<file path="src/rtl/const_div_pkg.sv">
// Shared types and elaboration-time helpers for the constant-divisor sequential divider.
package const_div_pkg;

  typedef enum logic [1:0] {
    IDLE = 2'd0,
    RUN  = 2'd1,
    DONE = 2'd2
  } state_t;

  function automatic int clog2_ceil(input int v);
    int r;
    r = 0;
    for (int i = 0; i < 31; i++) begin
      if ((32'sd1 <<< i) < v) begin
        r = i + 1;
      end
    end
    return r;
  endfunction

  function automatic int div_steps(input int width, input int chunk);
    return (width + chunk - 1) / chunk;
  endfunction

endpackage

</file>
<file path="src/rtl/const_div_step.sv">
// One digit-recurrence step: (rem, chunk) -> (digit, rem_nxt) via a table elaborated from DIVISOR.
module const_div_step
  import const_div_pkg::*;
#(
  parameter int DIVISOR = 5,
  parameter int CHUNK   = 3,
  parameter int RW      = clog2_ceil(DIVISOR)
) (
  input  logic [RW-1:0]    rem,
  input  logic [CHUNK-1:0] chunk,
  output logic [CHUNK-1:0] digit,
  output logic [RW-1:0]    rem_nxt
);

  localparam int EW = CHUNK + RW;
  localparam int NT = 1 << EW;

  // Rows with rem >= DIVISOR are unreachable and left as zero.
  function automatic logic [NT*EW-1:0] build_table();
    logic [NT*EW-1:0] tbl;
    int r;
    int c;
    int t;
    tbl = '0;
    for (int i = 0; i < NT; i++) begin
      r = i >> CHUNK;
      c = i % (1 << CHUNK);
      t = r * (1 << CHUNK) + c;
      if (r < DIVISOR) begin
        tbl[i*EW +: EW] = {CHUNK'(t / DIVISOR), RW'(t % DIVISOR)};
      end else begin
        tbl[i*EW +: EW] = '0;
      end
    end
    return tbl;
  endfunction

  localparam logic [NT*EW-1:0] TABLE = build_table();

  logic [EW-1:0] rows_s [NT];

  for (genvar g = 0; g < NT; g++) begin : g_row
    assign rows_s[g] = TABLE[g*EW +: EW];
  end

  assign {digit, rem_nxt} = rows_s[{rem, chunk}];

endmodule

</file>
<file path="src/rtl/const_div_seq.sv">
// Handshaked multi-cycle unsigned divider by a constant; CHUNK dividend bits per clock, MSB first.
module const_div_seq
  import const_div_pkg::*;
#(
  parameter int WIDTH   = 64,
  parameter int DIVISOR = 5,
  parameter int CHUNK   = 3
) (
  input  logic                       clk,
  input  logic                       rst_n,
  input  logic                       flush,
  input  logic                       in_valid,
  output logic                       in_ready,
  input  logic [WIDTH-1:0]           in_x,
  output logic                       out_valid,
  input  logic                       out_ready,
  output logic [WIDTH-1:0]           out_q,
  output logic [$clog2(DIVISOR)-1:0] out_r,
  output logic                       out_exact,
  output logic                       busy
);

  localparam int RW    = $clog2(DIVISOR);
  localparam int STEPS = div_steps(WIDTH, CHUNK);
  localparam int PW    = STEPS * CHUNK;
  localparam int CW    = clog2_ceil(STEPS + 1);

  state_t           state_r;
  state_t           state_nxt_s;
  logic [PW-1:0]    x_r;
  logic [PW-1:0]    q_r;
  logic [PW-1:0]    q_shift_s;
  logic [RW-1:0]    rem_r;
  logic [RW-1:0]    rem_nxt_s;
  logic [CHUNK-1:0] digit_s;
  logic [CW-1:0]    cnt_r;
  logic             last_s;
  logic [WIDTH-1:0] out_q_r;
  logic [RW-1:0]    out_r_r;
  logic             out_exact_r;

  const_div_step #(
    .DIVISOR (DIVISOR),
    .CHUNK   (CHUNK),
    .RW      (RW)
  ) u_step (
    .rem     (rem_r),
    .chunk   (x_r[PW-1 -: CHUNK]),
    .digit   (digit_s),
    .rem_nxt (rem_nxt_s)
  );

  assign q_shift_s = (q_r << CHUNK) | PW'(digit_s);
  assign last_s    = (cnt_r == CW'(STEPS - 1));

  // State register.
  always_ff @(posedge clk or negedge rst_n) begin
    if (!rst_n) begin
      state_r <= IDLE;
    end else begin
      state_r <= state_nxt_s;
    end
  end

  // Next-state logic; flush overrides any transition including an accept.
  always_comb begin
    state_nxt_s = state_r;
    if (flush) begin
      state_nxt_s = IDLE;
    end else begin
      case (state_r)
        IDLE:    state_nxt_s = in_valid ? RUN : IDLE;
        RUN:     state_nxt_s = last_s ? DONE : RUN;
        DONE:    state_nxt_s = out_ready ? IDLE : DONE;
        default: state_nxt_s = IDLE;
      endcase
    end
  end

  // Handshake and status decode.
  always_comb begin
    in_ready  = 1'b0;
    out_valid = 1'b0;
    busy      = 1'b1;
    case (state_r)
      IDLE: begin
        in_ready = 1'b1;
        busy     = 1'b0;
      end
      RUN:  out_valid = 1'b0;
      DONE: out_valid = 1'b1;
      default: begin
        in_ready = 1'b0;
        busy     = 1'b1;
      end
    endcase
  end

  // Datapath: load on accept, shift one chunk per RUN edge, capture result on the final step.
  always_ff @(posedge clk or negedge rst_n) begin
    if (!rst_n) begin
      x_r         <= '0;
      q_r         <= '0;
      rem_r       <= '0;
      cnt_r       <= '0;
      out_q_r     <= '0;
      out_r_r     <= '0;
      out_exact_r <= 1'b1;
    end else if (state_r == IDLE && state_nxt_s == RUN) begin
      x_r   <= PW'(in_x);
      q_r   <= '0;
      rem_r <= '0;
      cnt_r <= '0;
    end else if (state_r == RUN && !flush) begin
      x_r   <= x_r << CHUNK;
      q_r   <= q_shift_s;
      rem_r <= rem_nxt_s;
      cnt_r <= cnt_r + CW'(1);
      if (last_s) begin
        // Quotient bits above WIDTH are always zero and are dropped here.
        out_q_r     <= q_shift_s[WIDTH-1:0];
        out_r_r     <= rem_nxt_s;
        out_exact_r <= (rem_nxt_s == {RW{1'b0}});
      end
    end
  end

  assign out_q     = out_q_r;
  assign out_r     = out_r_r;
  assign out_exact = out_exact_r;

endmodule

</file>
<file path="config.mk">
export PLATFORM = sky130hd
export DESIGN_NAME = const_div_seq
export DESIGN_NICKNAME = d
export VERILOG_FILES = /design/src/rtl/const_div_pkg.sv /design/src/rtl/const_div_step.sv /design/src/rtl/const_div_seq.sv
export SDC_FILE = /design/constraint.sdc
export NUM_CORES = 1
export LEC_CHECK = 0
export CAP_MARGIN = 10
export CORE_ASPECT_RATIO = 0.8
export CORE_MARGIN = 5
export CORE_UTILIZATION = 54
export CTS_BUF_LIST = sky130_fd_sc_hd__clkbuf_16
export DETAILED_ROUTE_END_ITERATION = 6
export GPL_ROUTABILITY_DRIVEN = 0
export PLACE_DENSITY = 0.89
export SETUP_SLACK_MARGIN = 0.1
export SYNTH_ARGS = -nofsm -noshare
export SYNTH_HDL_FRONTEND = slang
export SYNTH_HIERARCHICAL = 1
export SYNTH_SLANG_ARGS = --single-unit
</file>
<file path="constraint.sdc">
create_clock -name clk -period 3 [get_ports clk]
set_clock_uncertainty 0.15 [all_clocks]
set_input_delay 0.45 -clock clk [delete_from_list [all_inputs] [get_ports clk]]
set_output_delay 0.45 -clock clk [all_outputs]
set_load 0.03 [all_outputs]
</file>
# Word-level counts from Yosys, hierarchy flattened
# Memories as Yosys holds them, arrays and structs flattened.
# Cells that the tools add are included.
[op_classes]
n_bitwise = 3
order_cmp = 1
muxes = 18
eq_ne = 4
reduce_logical = 7
add_sub_neg = 1
[ops]
columns = ["op", "count"]
rows = [
  ["two-way mux 66 bit", 2],
  ["two-way mux 61 bit", 2],
  ["OR 64 x 3 -> 64 bit", 1],
  ["two-way mux 6 bit", 2],
  ["two-way mux 5 bit", 2],
  [">= comparator 7 bit (second input constant)", 1],
  ["NOT 6 -> 7 bit", 1],
  ["two-way mux 2 bit", 3],
  ["two-way mux 3 bit", 2],
  ["one-hot mux 2 bit (3 select lines)", 1],
  ["adder 5 x 1 -> 5 bit (second input constant)", 1],
  ["== test 5 bit (second input constant)", 1],
  ["== test 2 x 1 -> 1 bit (second input constant)", 2],
  ["two-way mux 1 bit", 4],
  ["zero test 3 bit", 1],
  ["AND reduction 3 bit", 1],
  ["== test 2 bit (second input constant)", 1],
  ["logical AND 1 bit", 2],
  ["zero test 2 bit", 1],
  ["nonzero test 2 bit", 1],
  ["zero test 1 bit", 1],
  ["NOT 1 bit", 1],
]
[word_totals]
output_inout_bits = 71
register_bits = 205
romBits = 384
mem_count = 1
in_bits = 69
elab_cells = 43
[mem_list]
columns = ["memory", "words", "word_bits", "read_ports", "rd_ports_with_merged_regs", "wr", "line_no", "rtl"]
rows = [
  ["(no name shown)", 64, 6, 1, 0, 0, "const_div_step.sv:46", "assign {digit, rem_nxt} = rows_s[{rem, chunk}];"],
]

# Depth between registers and ports, before layout
# Gate-level depths: netlist of the first run.
[depth]
ltp_word = 8
ltp_mapped = 8
ltp_nobuf = 8

# Hierarchy
# Netlist of the first run, hierarchy kept.
[by_module_without_submodules]
columns = ["module", "cells_per_inst", "instances", "seq_area_each_um2", "area_per_inst_um2"]
rows = [
  ["const_div_seq", 810, 1, 5131.2, 8504.4],
  ["const_div_step", 64, 1, 0.0, 426.7],
]

# Worst setup path after synthesis of the first run
# Ideal clock, no wire load.
[synth_timing]
kind = "reg2reg"
start = "reg x_r[64]"
end = "reg out_r_r[2], in the netlist out_r[2]"
required_ns = 2.725
path_slack_ns = 0.865
path_buffers = 0
t_arrival_ns = 1.861
setup_time_ns = 0.125
synth_period_minus_slack_ns = 2.135
stages_incl_launch_ff = 8
cell_sequence = "dfrtp_1 > inv_1 > ha_1 > mux2_4 > a22oi_2 > nor3_1 > or3_1 > mux2_2"
[synth_between]
elab_chain_len = 4
[synth_rtl]
columns = ["element", "line_no", "rtl"]
rows = [
  ["from (decl)", "const_div_seq.sv:30", "logic [PW-1:0] x_r;"],
  ["from (signal assigned)", "const_div_seq.sv:110", "x_r <= PW'(in_x);"],
  ["from (signal assigned)", "const_div_seq.sv:115", "x_r <= x_r << CHUNK;"],
  ["NOT 6 -> 7 bit (implied by the code)", "const_div_step.sv:46", ""],
  ["memory (64 x 6 bit)", "--", ""],
  ["two-way mux 6 bit (implied by the code) (2 in a row)", "const_div_step.sv:46", ""],
  ["named net rem_nxt_s[2]", "const_div_seq.sv:34", "logic [RW-1:0] rem_nxt_s;"],
  ["to (signal assigned)", "const_div_seq.sv:122", "out_r_r <= rem_nxt_s;"],
  ["to (decl)", "const_div_seq.sv:39", "logic [RW-1:0] out_r_r;"],
]
# The timed path passes the listed nets, and every way through them passes these cells. The select of a mux whose other input is x is not followed.
# A chain may end at the register's enable or synchronous reset.

# Worst setup path in the final report of the first run
[layout_timing]
start = "reg state_r[1]"
end = "out out_valid"
[layout_between]
elab_chain_len = 2
[layout_rtl]
columns = ["element", "line_no", "rtl"]
rows = [
  ["from (decl)", "const_div_seq.sv:28", "state_t state_r;"],
  ["from (signal assigned)", "const_div_seq.sv:61", "state_r <= state_nxt_s;"],
  ["== test 2 bit", "const_div_seq.sv:85", "case (state_r)"],
  ["two-way mux 1 bit", "const_div_seq.sv:85", ""],
  ["to (decl)", "const_div_seq.sv:15", "output logic out_valid,"],
]
# Every way passes these cells.

==> results of run 1 <==
routing by layer:
metal	vias up	routed length (microns)	track usage, %
met4	2	390	4.41
li1	3151	-	-
met2	215	9120	31.2
met1	3358	8740	29.9
met5	-	11	0
met3	33	1430	4.18
registers in the layout, summed over array words and instances (netlist names):
register and count:
x_r 66, out_q 64, q_r 61, cnt_r 5, out_r 3, rem_r 3, state_r 2, out_exact 1
cell usage in the layout (no fill, tap or decap), types with 2 or more instances in the layout:
cell type	instances
sky130_fd_sc_hd__a21oi_1	193
sky130_fd_sc_hd__a22o_1	3
sky130_fd_sc_hd__a31o_2	2
sky130_fd_sc_hd__buf_12	7
sky130_fd_sc_hd__buf_4	4
sky130_fd_sc_hd__clkbuf_16	21
sky130_fd_sc_hd__clkdlybuf4s50_1	138
sky130_fd_sc_hd__clkinv_1	6
sky130_fd_sc_hd__clkinv_2	3
sky130_fd_sc_hd__dfrtp_1	204
sky130_fd_sc_hd__ha_1	7
sky130_fd_sc_hd__inv_1	11
sky130_fd_sc_hd__mux2_2	49
sky130_fd_sc_hd__mux2_4	21
sky130_fd_sc_hd__mux2i_1	6
sky130_fd_sc_hd__nand2_1	201
sky130_fd_sc_hd__nand2b_1	5
sky130_fd_sc_hd__nand4_1	2
sky130_fd_sc_hd__nor2_1	76
sky130_fd_sc_hd__nor2b_1	4
sky130_fd_sc_hd__nor3_1	2
sky130_fd_sc_hd__o21ai_0	6
sky130_fd_sc_hd__o22ai_1	2
sky130_fd_sc_hd__or3_1	2
cells by family (layout without fill, tap and decap cells):
group | Yosys count | in the layout | share of synthesized area [%]
buffers and inverters | 70 | 194 | 4.83
AO/OA/AOI/OAI | 213 | 213 | 12.5
adder cells (fa/ha/maj) | 7 | 7 | 0.981
flip-flops | 205 | 205 | 57.5
XOR/XNOR | 1 | 1 | 0.0981
AND/OR/NAND/NOR | 302 | 302 | 13.8
multiplexers | 76 | 76 | 10.4
critical path, stage by stage (launching register included):
cell and delay, ns:
sky130_fd_sc_hd__dfrtp_1 0.53, sky130_fd_sc_hd__nor2b_1 0.26, sky130_fd_sc_hd__clkdlybuf4s50_1 0.76
power by group through the flow:
stage,Combinational (uW),Clock (uW),Sequential (uW)
floorplan,713,0,3210
global placement,932,0,3280
detailed placement,963,0,3300
CTS,972,2430,3250
global route,1100,2540,3290
finish,967,2370,3260
final cells by class:
class	count	share of cell area, %
clock inverter	15	0.853
sequential	205	46.6
timing repair buffer	151	14.3
clock buffer	21	4.77
tap	220	2.50
inverter	7	0.239
multi-input combinational	599	30.7
path summary, 6_finish.rpt:
| kind | to | slack (ns) | depth (start not counted) |
|---|---|---|---|
| worst min-delay path | cnt_r[4] | 0.32 | 1 |
| min in group asynchronous | rem_r[2] | 0.40 | 2 |
| max in group asynchronous | out_q[20] | 1.59 | 3 |
| worst max register to register | out_exact | 0.67 | 8 |
| worst min register to register | cnt_r[4] | 0.32 | 1 |
| worst max-delay path | out_valid | 0.38 | 2 |
through the flow:
step,hold WS (ns),cell area [sq um],utilization [%],worst slack (ns),power [uW]
global placement,0.310,10400,63.3,0.520,4210
global route,0.354,11000,67.1,0.313,6930
finish,0.320,11000,67.1,0.376,6600
floorplan,0.00441,8930,-,0.865,3930
CTS,0.326,11000,67.1,0.374,6650
detailed placement,0.317,10400,63.3,0.418,4260
==> results_dict.tcl, run 1 <==
set metrics [dict create \
    syn_to_final_growth_pct 23.2 \
    cts.htree.levels 1 \
    p_sw_share_pct 26.9 \
    synthesized_instance_count 874 \
    crit_arrival_ns 2.02 \
    synth_area_leader_cell "sky130_fd_sc_hd__dfrtp_1" \
    cts_max_path_buffers 3 \
    irDropWorstVdd_mv 0.417 \
    worstSetupEndpointType "primary output" \
    drcViolationCount 0 \
    clk_sinks 205 \
    final-max-slew-violation-count 0 \
    register_cell_area_after_layout_sq_um 5130 \
    clock-root-buffer "sky130_fd_sc_hd__clkbuf_16" \
    avgRoutedWirePerCell_microns 16.2 \
    tritoncts "done" \
    worst_slew_margin_rel_pct 56.2 \
    worst_slew_pin_slew_ns 0.656 \
    post_synth_main_area_contributors "sky130_fd_sc_hd__dfrtp_1 (57%), sky130_fd_sc_hd__a21oi_1 (11%), sky130_fd_sc_hd__nand2_1 (8.4%)" \
    grt_start_max_net_pins 134 \
    die_h_microns 125 \
    initial_core_util_pct 54.5 \
    yosys_most_used_dff "sky130_fd_sc_hd__dfrtp_1" \
    grt_first_pass_wirelength_microns 33100 \
    post_cts.repair.setup_buffers 0 \
    grt_antenna_before_repair 1 \
    insertion_delay_ns 0.48 \
    finalHoldViolCount 0 \
    p_sw_uw 1780 \
    comb_power_share_pct 14.7 \
    synth_warnings 6 \
    instances_no_fill 1218 \
    cp.required_ns 2.40 \
    hold_sp "cnt_r[4]" \
    clock_pin_transition_on_the_worst_setup_and_hold_timing_paths_ns 0.06 \
    antenna_cells 0 \
    crit_path_start "state_r[1]" \
    grt_usage_pct 20.2 \
    io_pins 140 \
    yosys_register_bits 205 \
    hold_class "reg -> reg" \
    post_route_cells_drive_above_1_share_pct 11.7 \
    synth_fp_nets 950 \
    route.vias.total 6759 \
    floorplan.rows 42 \
    sequential_element_share_of_the_synthesized_area_pct 57.5 \
    cts_inserted_buffers 21 \
    die_area_sq_um 19200 \
    n_fill_cell 1239 \
    r2r-start "x_r[64]" \
    critical_path_peak_fanout 7 \
    first_global_vias 6506 \
    max_clock_freq_mhz 381 \
    yosys-top-cells-count "sky130_fd_sc_hd__dfrtp_1 (204), sky130_fd_sc_hd__nand2_1 (201), sky130_fd_sc_hd__a21oi_1 (193)" \
    finalNetCount 1061 \
    yosysMostFrequentCell "sky130_fd_sc_hd__dfrtp_1" \
    number_of_buffers_added_on_ports 139 \
    place_inst 1181 \
    run_status "finished clean" \
    cts_hold_buffers 1 \
    mappedNetlistArea_sq_um 8930 \
    startpoint_type "register" \
    number_of_flops_mapped_to_enable_cells_by_yosys 0 \
    post-synth-top-area-fraction_pct 57.2 \
    setup_violations 0 \
    cap_violations 0 \
    drtPass1Iterations 5 \
    synthDistinctLibCells 44 \
    setup_tns_ns 0 \
    power-per-cell-area_nw_per_um2 599 \
    first_iter_violations 654 \
    globalRouteOverflowTotal 0 \
    worstSetupPathType "reg -> out" \
    cellInternalPower_uw 4820 \
    core_sq_um 16400 \
    grt_setup_unrepaired "false" \
    detailed_place_hpwl_microns 12500 \
    routed_wl_microns 19700 \
    async_s_r_ff_share_synth_pct 100 \
    cts_resized 0 \
    tmin_final_ns 2.62 \
    power_frac_clock_pct 36.0 \
    route.antenna.remaining_nets 0 \
    leakagePower_uw 0.00496 \
    post_synth.cell_area_avg_sq_um 10.2 \
    post_drt_via_cell_ratio 5.55 \
    pwr-share-seq_pct 49.4 \
    die_width_microns 154 \
    finalCritPeriodShare_pct 87.5 \
    multi_input_gate_area_in_the_final_layout_sq_um 3380 \
]
Note: power is estimated with default switching activity, not from simulation.
==> run 2: changes to the inputs <==
--- a/config.mk
+++ b/config.mk
@@ -8,13 +8,14 @@
 export CAP_MARGIN = 10
 export CORE_ASPECT_RATIO = 0.8
 export CORE_MARGIN = 5
-export CORE_UTILIZATION = 54
+export CORE_UTILIZATION = 35
 export CTS_BUF_LIST = sky130_fd_sc_hd__clkbuf_16
 export DETAILED_ROUTE_END_ITERATION = 6
 export GPL_ROUTABILITY_DRIVEN = 0
-export PLACE_DENSITY = 0.89
+export PLACE_DENSITY = 0.65
 export SETUP_SLACK_MARGIN = 0.1
 export SYNTH_ARGS = -nofsm -noshare
 export SYNTH_HDL_FRONTEND = slang
 export SYNTH_HIERARCHICAL = 1
 export SYNTH_SLANG_ARGS = --single-unit
+export TNS_END_PERCENT = 20
==> results_dict.tcl, run 2 (synthesis results as in run 1) <==
set metrics [dict create \
    worst_slew_margin_rel_pct 52.8 \
    clock_pin_transition_on_the_worst_setup_and_hold_timing_paths_ns 0.06 \
    insertion_delay_ns 0.49 \
    worstSetupPathType "reg -> out" \
    p_sw_uw 1830 \
    finalCritPeriodShare_pct 86.5 \
    finalHoldViolCount 0 \
    post_route_cells_drive_above_1_share_pct 12.1 \
    grt_first_pass_wirelength_microns 34700 \
    cts.htree.levels 1 \
    grt_antenna_before_repair 2 \
    run_status "finished clean" \
    core_sq_um 25200 \
    cts_hold_buffers 1 \
    cts_inserted_buffers 22 \
    post_drt_via_cell_ratio 4.97 \
    mostFrequentLayoutCell "sky130_fd_sc_hd__dfrtp_1" \
    clk_sinks 205 \
    route.antenna.remaining_nets 0 \
    irDropWorstVdd_mv 0.337 \
    worstSetupEndpointType "primary output" \
    die_width_microns 189 \
    tritoncts "done" \
    syn_to_final_growth_pct 25.6 \
    first_global_vias 6588 \
    max_clock_freq_mhz 385 \
    cts_resized 0 \
    detailed_place_hpwl_microns 13200 \
    initial_core_util_pct 35.4 \
    finalNetCount 1064 \
    io_pins 140 \
    grt_setup_unrepaired "false" \
    grt_start_max_net_pins 91 \
    cts_max_path_buffers 3 \
    routed_wl_microns 21100 \
    first_iter_violations 528 \
    pre_cts_ws_ns 0.423 \
    die_h_microns 153 \
    grt_usage_pct 14.2 \
    place_inst 1287 \
    post_cts.repair.setup_buffers 0 \
    number_of_buffers_added_on_ports 139 \
    power_frac_clock_pct 38.1 \
    startpoint_type "register" \
    largest-register "x_r" \
    floorplan.rows 52 \
    drcViolationCount 0 \
    route.vias.total 6575 \
    setup_violations 0 \
    comb_power_share_pct 14.3 \
    die_area_sq_um 28800 \
    critical_path_peak_fanout 7 \
    instances_no_fill 1323 \
    cellInternalPower_uw 5010 \
    dpl_cell_area_sq_um 10500 \
    layout.cell_area.non_filler_sq_um 11200 \
    globalRouteOverflowTotal 0 \
    worst_slew_pin_slew_ns 0.708 \
    tmin_final_ns 2.60 \
    power-per-cell-area_nw_per_um2 610 \
    pwr-share-seq_pct 47.6 \
    crit_arrival_ns 2.00 \
    clock-root-buffer "sky130_fd_sc_hd__clkbuf_16" \
    n_fill_cell 2424 \
    drtPass1Iterations 5 \
    hold_class "reg -> reg" \
    worst_slack_ns 0.404 \
    cp.required_ns 2.40 \
    cap_violations 0 \
    largest_register_ff_count 66 \
    final-max-slew-violation-count 0 \
    most_used_cells_in_the_layout_excluding_fill_and_tap_cells "sky130_fd_sc_hd__dfrtp_1 (204), sky130_fd_sc_hd__nand2_1 (201), sky130_fd_sc_hd__a21oi_1 (193)" \
    p_sw_share_pct 26.8 \
    leakagePower_uw 0.00499 \
    avgRoutedWirePerCell_microns 16.0 \
    setup_tns_ns 0 \
]
[run 2: cell count changes in the layout (fill, tap and decap cells not counted), sizes merged]
| cell | change |
|---|---|
| buf | +3 |
| bufinv | +1 |
| diode | +1 |
| clkinv | -3 |
| clkbuf | +1 |
| inv | -2 |
[run 2: critical path, stage by stage (launching register included)]
cell and delay [ns]:
sky130_fd_sc_hd__dfrtp_1 0.52, sky130_fd_sc_hd__nor2b_1 0.23, sky130_fd_sc_hd__clkdlybuf4s50_1 0.76
[run 2: final timing paths]
| path | slack, ns | endpoint | depth (start not counted) | startpoint |
|---|---|---|---|---|
| setup / recovery | 0.40 | out_valid | 2 | state_r[1] |
| hold / removal | 0.33 | cnt_r[4] | 1 | cnt_r[4] |
| setup reg to reg | 0.62 | out_r[2] | 7 | x_r[64] |
| hold reg to reg | 0.33 | cnt_r[4] | 1 | cnt_r[4] |
| max in group asynchronous | 1.58 | x_r[17] | 3 | rst_n |
| min in group asynchronous | 0.36 | out_q[62] | 2 | rst_n |
[run 2: stage by stage]
step                      hold WS (ns)  total power, uW  util (%)
final                            0.332             6840      44.4
after global routing             0.367             7200      44.4
after floorplan                0.00441             3930         -
after detailed placement         0.300             4290      41.7
after CTS                        0.341             6920      44.4
after global placement           0.300             4250      41.7
[run 2: metal layers]
layer	vias up	share of wire (%)	track usage [%]
li1	3158	-	-
met3	28	5.4	3.44
met2	152	44	21.2
met5	-	0.062	0
met1	3235	49	21.2
met4	2	1.7	2.98
[run 2: layout make-up]
type	instances	area (sq um)	area share [%]
Sequential cell	205	5130	45.7
Multi-Input combinational cell	599	3380	30.1
Timing Repair Buffer	153	1590	14.2
Clock buffer	23	576	5.13
Tap cell	324	405	3.61
Clock inverter	11	105	0.937
Inverter	7	26.3	0.234
Antenna cell	1	2.50	0.0223
[run 2: power by group through the flow]
stage | clock network (uW) | registers, uW | logic [uW]
2_1_floorplan | 0 | 3210 | 713
3_3_place_gp | 0 | 3290 | 961
3_5_place_dp | 0 | 3300 | 981
4_1_cts | 2680 | 3250 | 988
5_1_grt | 2810 | 3290 | 1110
6_report | 2610 | 3260 | 978
